[src/rtl/dmem_arbiter.sv]
// Data-memory arbiter: shares single-port dmem between the CPU load/store path
// and a DMA-style port. CPU has priority; DMA gets bounded bursts plus starvation relief.
module dmem_arbiter #(
    parameter int STARVE_LIMIT = 4,
    parameter int BURST_MAX    = 4
) (
    input  logic        clk,
    input  logic        reset,
    input  logic        cpu_req,
    input  logic        cpu_we,
    input  logic [31:0] cpu_adr,
    input  logic [31:0] cpu_wdata,
    output logic [31:0] cpu_rdata,
    output logic        cpu_stall,
    input  logic        dma_req,
    input  logic        dma_we,
    input  logic [31:0] dma_adr,
    input  logic [31:0] dma_wdata,
    output logic [31:0] dma_rdata,
    output logic        dma_ack,
    output logic        MemWrite,
    output logic [31:0] DataAdr,
    output logic [31:0] WriteData,
    input  logic [31:0] ReadData
);

    localparam int SW = (STARVE_LIMIT > 0) ? $clog2(STARVE_LIMIT + 1) : 1;
    localparam int BW = (BURST_MAX > 1) ? $clog2(BURST_MAX) : 1;
    localparam logic [SW-1:0] STARVE_TOP = SW'(STARVE_LIMIT);
    localparam logic [BW-1:0] BURST_TOP  = BW'(BURST_MAX - 1);

    typedef enum logic [0:0] {
        S_CPU = 1'b0,
        S_DMA = 1'b1
    } owner_e;

    owner_e        state_r;
    owner_e        state_nxt_s;
    logic [SW-1:0] starve_cnt_r;
    logic [SW-1:0] starve_nxt_s;
    logic [BW-1:0] burst_cnt_r;
    logic [BW-1:0] burst_nxt_s;
    logic          mem_write_s;
    logic          dma_ack_s;
    logic          cpu_stall_s;

    // Owner state and counters register
    always_ff @(posedge clk) begin
        if (reset) begin
            state_r      <= S_CPU;
            starve_cnt_r <= {SW{1'b0}};
            burst_cnt_r  <= {BW{1'b0}};
        end else begin
            state_r      <= state_nxt_s;
            starve_cnt_r <= starve_nxt_s;
            burst_cnt_r  <= burst_nxt_s;
        end
    end

    // Ownership hand-over and counter updates
    always_comb begin
        state_nxt_s  = state_r;
        starve_nxt_s = starve_cnt_r;
        burst_nxt_s  = burst_cnt_r;
        case (state_r)
            S_CPU: begin
                if (dma_req && (!cpu_req || (starve_cnt_r == STARVE_TOP))) begin
                    state_nxt_s  = S_DMA;
                    starve_nxt_s = {SW{1'b0}};
                    burst_nxt_s  = {BW{1'b0}};
                end else if (dma_req) begin
                    if (starve_cnt_r != STARVE_TOP) begin
                        starve_nxt_s = starve_cnt_r + SW'(1);
                    end else begin
                        starve_nxt_s = starve_cnt_r;
                    end
                end else begin
                    starve_nxt_s = {SW{1'b0}};
                end
            end
            S_DMA: begin
                if (!dma_req) begin
                    state_nxt_s = S_CPU;
                end else if (burst_cnt_r == BURST_TOP) begin
                    // Burst boundary: yield only if the CPU is actually waiting
                    burst_nxt_s = {BW{1'b0}};
                    if (cpu_req) begin
                        state_nxt_s = S_CPU;
                    end else begin
                        state_nxt_s = S_DMA;
                    end
                end else begin
                    burst_nxt_s = burst_cnt_r + BW'(1);
                end
            end
            default: begin
                state_nxt_s  = S_CPU;
                starve_nxt_s = {SW{1'b0}};
                burst_nxt_s  = {BW{1'b0}};
            end
        endcase
    end

    // Memory mux and handshake outputs follow the current owner
    always_comb begin
        DataAdr     = cpu_adr;
        WriteData   = cpu_wdata;
        mem_write_s = 1'b0;
        dma_ack_s   = 1'b0;
        cpu_stall_s = 1'b0;
        case (state_r)
            S_CPU: begin
                mem_write_s = cpu_req & cpu_we;
            end
            S_DMA: begin
                DataAdr     = dma_adr;
                WriteData   = dma_wdata;
                mem_write_s = dma_req & dma_we;
                dma_ack_s   = dma_req;
                cpu_stall_s = cpu_req;
            end
            default: begin
                mem_write_s = 1'b0;
            end
        endcase
    end

    // Reset masks every side effect in the cycle it is asserted
    assign MemWrite  = mem_write_s & ~reset;
    assign dma_ack   = dma_ack_s & ~reset;
    assign cpu_stall = cpu_stall_s & ~reset;
    assign cpu_rdata = ReadData;
    assign dma_rdata = ReadData;

endmodule

[config.mk]
export PLATFORM = sky130hd
export DESIGN_NAME = dmem_arbiter
export DESIGN_NICKNAME = d
export VERILOG_FILES = /design/src/rtl/dmem_arbiter.sv
export SDC_FILE = /design/constraint.sdc
export NUM_CORES = 1
export LEC_CHECK = 0
export ABC_AREA = 0
export BUFFER_PORTS_ARGS = -buffer_cell sky130_fd_sc_hd__buf_2
export CAP_MARGIN = 10
export CORE_AREA = 3 3 114 116
export CTS_BUF_LIST = sky130_fd_sc_hd__clkbuf_16
export DETAILED_ROUTE_END_ITERATION = 12
export DIE_AREA = 0 0 117 119
export PLACE_DENSITY_LB_ADDON = 0.08
export RECOVER_POWER = 25
export SYNTH_ARGS = -nofsm -noshare
export SYNTH_HDL_FRONTEND = slang
export SYNTH_SLANG_ARGS = --single-unit
[constraint.sdc]
create_clock -name clk -period 3.01 [get_ports clk]
set_input_delay 0.4515 -clock clk [delete_from_list [all_inputs] [get_ports clk]]
set_output_delay 0.4515 -clock clk [all_outputs]
set_load 0.03 [all_outputs]
== Word level (Yosys, flattened, before mapping) ==
Cells that the tools add are included.

* Register bits after elaboration: 6
* Input port bits: 166
* Output and inout port bits: 131
* Word-level logic and storage cells: 40

* Add/subtract/negate cells: 2
* Equality and inequality tests: 6
* Mux-type cells: 17
* Bitwise gates (word level): 7
* Reductions and logical operators: 5

{| class="wikitable"
|+ Operator list
! kind !! count
|-
| 32-bit 2-to-1 mux || 2
|-
| 3-bit 2-to-1 mux || 3
|-
| 1-bit 2-to-1 mux || 6
|-
| 2-bit 2-to-1 mux || 3
|-
| 1-bit bitwise AND || 5
|-
| 2-bit != test (second input constant) || 2
|-
| 1-bit one-hot mux with 2 select lines || 2
|-
| 2-bit one-hot mux with 2 select lines || 1
|-
| 2-bit AND reduction || 2
|-
| 3-bit by 1-bit adder with 3-bit output (second input constant) || 1
|-
| 3-bit == test (second input constant) || 1
|-
| 3-bit by 1-bit != test with 1-bit output (second input constant) || 1
|-
| 3-bit != test (second input constant) || 1
|-
| 2-bit by 1-bit adder with 2-bit output (second input constant) || 1
|-
| 2-bit == test (second input constant) || 1
|-
| 1-bit NOT || 2
|-
| 1-bit logical AND || 1
|-
| 1-bit logical NOT || 1
|-
| 1-bit logical OR || 1
|}

== Depth between registers and ports, before layout ==
* Word-level depth: 5
* Depth in mapped cells: 5
* Depth with buffers taken out: 5

== Worst setup path after synthesis ==
Ideal clock, no wire load.

* Path kind: reg2out
* Start point: register state_r
* End point: output port MemWrite
* Data arrival time: 1.102 ns
* Required time: 2.558 ns
* Path slack: 1.457 ns
* Stages on the path, launching flop included: 5
* Path buffers: 2
* Cell sequence: dfxtp_1 -> buf_6 -> buf_4 -> a32oi_1 -> nor2_1

* Cells in the longest elaborated chain, start to end: 3

{| class="wikitable"
|+ RTL lines
! item !! RTL line !! source
|-
| start, declared || 37 || <nowiki>owner_e state_r;</nowiki>
|-
| start signal, assigned || 54 || <nowiki>state_r <= state_nxt_s;</nowiki>
|-
| 1-bit NOT (no line) || -- ||
|-
| 1-bit one-hot mux with 2 select lines * || 111 || <nowiki>case (state_r)</nowiki>
|-
| 1-bit bitwise AND * || 129 || <nowiki>assign MemWrite = mem_write_s & ~reset;</nowiki>
|-
| end, declared || 21 || <nowiki>output logic MemWrite,</nowiki>
|}

Every way passes the cells marked *; elsewhere a longest branch is shown, timed or not.

== Worst setup path in the final report ==
* Start point: register state_r
* End point: output port WriteData[27]

* Cells in the longest elaborated chain, start to end: 1

{| class="wikitable"
|+ RTL lines
! item !! RTL line !! source
|-
| 32-bit 2-to-1 mux || 111 ||
|-
| end, declared || 23 || <nowiki>output logic [31:0] WriteData,</nowiki>
|}

No other way between the ends.

==> out/results.ini <==
[outcome]
outcome=finished clean

[timing]
drv_slew=0
period_share_pct=69.7
rsz0062_at_grt=no
tns_ns=0
skew_ns=0.00306
hold_viol=0
period_needed_ns=2.10
tightest_slew_ns=0.285
fmax_mhz=477
setup_viol=0
relSlewSlack_pct=81.0

[clock_network]
cts-resized-gates=0
postCtsSetupBuffers=0
path_clk_slew_ns=0.04
root_buffer=clkbuf_16
cts_buffers=3
cts_tree=done
numClockSinks=6
clock_path_buffers=2
h-tree-depth=1
insertion_delay_ns=0.23
cts_hold_buf=0

[detailed_routing]
vias=1612
drtPass1Iterations=2
drt_drc_violations_left=0
wire_per_inst_um=11.2
wl_um=5060
via_per_inst=3.57
drtAntennaViolNets=0
first_iter_violations=12

[die]
die_area_um2=13900
core_area_um2=12000
design.portCount=297
rows=40
initial_core_util_pct=13.5
dieHeight_um=119
dieWidth_um=117

[synth]
yosysWarnings=0
synth_flop_cell=dfxtp_1
ys_top_cells_by_area=mux2_2 (45%), buf_4 (31%), dfxtp_1 (7.4%)
ys_top_cells_by_count=buf_4 (67), mux2_2 (64), dfxtp_1 (6), buf_6 (5), inv_1 (4)
yosysMostFrequentCell=buf_4
synth_fp_nets=340
synth_top_area_share_pct=44.5
synth_cell_type_count=21
synth_edf_count=0
synth_top_area_cell=mux2_2
syn-cell-area_um2=1620
synth.yosys.seq_area_share_pct=7.42
postSynthCellCount=171
async_flop_share_pct=0
avgSynthCellArea_um2=9.46
yosys_register_bits=6

[placement]
dpl.cell_count=447
placed_cell_area_um2=2270
portBuffers=200
gp_congestion=0.682
hpwl_um=4300

[critical_path]
crit_slowest_cell=dfxtp_4
cp_max_fo=53
crit_required_ns=2.56
arrival_ns=1.65
path_class=flip-flop to output port
cp-end-kind=output port
start_kind=flip-flop
max_stage_delay_ns=0.51
path_cells=buf_12, mux2_2, buf_2

[finish]
layout.area.seq_um2=124
fin_nets=474
final_area_um2=2350
antenna_cells=0
stdcell_count=451
multi_input_area_um2=923
n_fill_cell=1332
drive_gt1_share_pct=89.8
syn_to_final_growth_pct=45.0

[run]
maxCapViolCount=0

[power_and_ir_drop]
power_density_nw_per_um2=293
peakVddDrop_v=0.000104
leakage_nw=1.21

[grt]
grt_overflow=0
grt_max_degree=54
grt_first_pass_wirelength_um=7270
antenna_found_initial=0
grt_pass1_vias=1574
grt_usage_pct=6.33

[hold_path]
hold_class=flip-flop to flip-flop

-- registers in the layout (all words and copies together), names as in the netlist --
register / cells
starve_cnt_r: 3
burst_cnt_r: 2
state_r: 1
-- routing by layer --
| metal | vias up | share of wire (%) | track usage [%] |
|---|---|---|---|
| met3 | 16 | 11 | 1.52 |
| met1 | 685 | 33 | 5.80 |
| met2 | 115 | 54 | 12.8 |
| li1 | 796 | - | - |
| met4 | 0 | 1.7 | 2.44 |
| met5 | - | 0 | 0 |
-- critical path, delay by kind of cell (launching register included) --
family | cells | cell delay, ns
buf+inv | 2 | 0.50
flops | 1 | 0.51
mux | 1 | 0.38
-- report_power, final --
part / total, mW / switching, mW / internal [mW]
Combinational: 0.381 / 0.212 / 0.169
Clock: 0.220 / 0.0476 / 0.172
Sequential: 0.0877 / 0.00597 / 0.0817
Total: 0.688 / 0.265 / 0.423
-- metrics by stage --
stage	setup slack (ns)	power (mW)	hold slack (ns)	utilization, %
after floorplan	1.46	0.491	0.447	-
after global placement	1.12	0.476	0.473	18.9
after detailed placement	1.13	0.474	0.472	18.9
after CTS	0.884	0.700	0.481	19.5
after global routing	0.832	0.732	0.505	19.5
final	0.913	0.688	0.477	19.5
-- cells by family after synthesis --
kind of cell	after synthesis	synth area share, %
AOI/OAI and AO/OA	10	4.56
adders and majority gates	3	2.32
buffers and inverters	76	35.5
DFF	6	7.42
muxes	64	44.5
and+or+nand+nor	12	5.65
-- layout make-up --
cell class | count | share of cell area, %
timing repair buffer | 201 | 43.5
multi-input combinational | 89 | 39.4
tap | 147 | 7.84
sequential | 6 | 5.28
clock buffer | 3 | 3.20
inverter | 4 | 0.640
clock inverter | 1 | 0.160
-- path summary, 6_finish.rpt --
kind,from,to,slack [ns],depth (start not counted)
worst max-delay path,state_r,WriteData[27],0.91,3
worst min-delay path,starve_cnt_r[1],starve_cnt_r[1],0.48,2
worst max register to register,state_r,burst_cnt_r[1],1.53,4
worst min register to register,starve_cnt_r[1],starve_cnt_r[1],0.48,2
-- cell usage in the layout (no fill, tap or decap) --
master     instances
and3_1             2
o21ai_2            1
o21ai_0            1
nor2_1             3
a32o_1             1
and2_1             1
and4bb_2           1
nor2b_4            1
o22a_1             1
dfxtp_1            5
dfxtp_4            1
a311oi_1           1
mux2_2            64
ha_1               3
nand2_1            1
nand4b_1           2
a32oi_1            2
buf_12             1
inv_1              5
clkbuf_16          3
nand2b_4           1
buf_2            200
a21oi_1            3
Power figures use the tool's default switching activity.
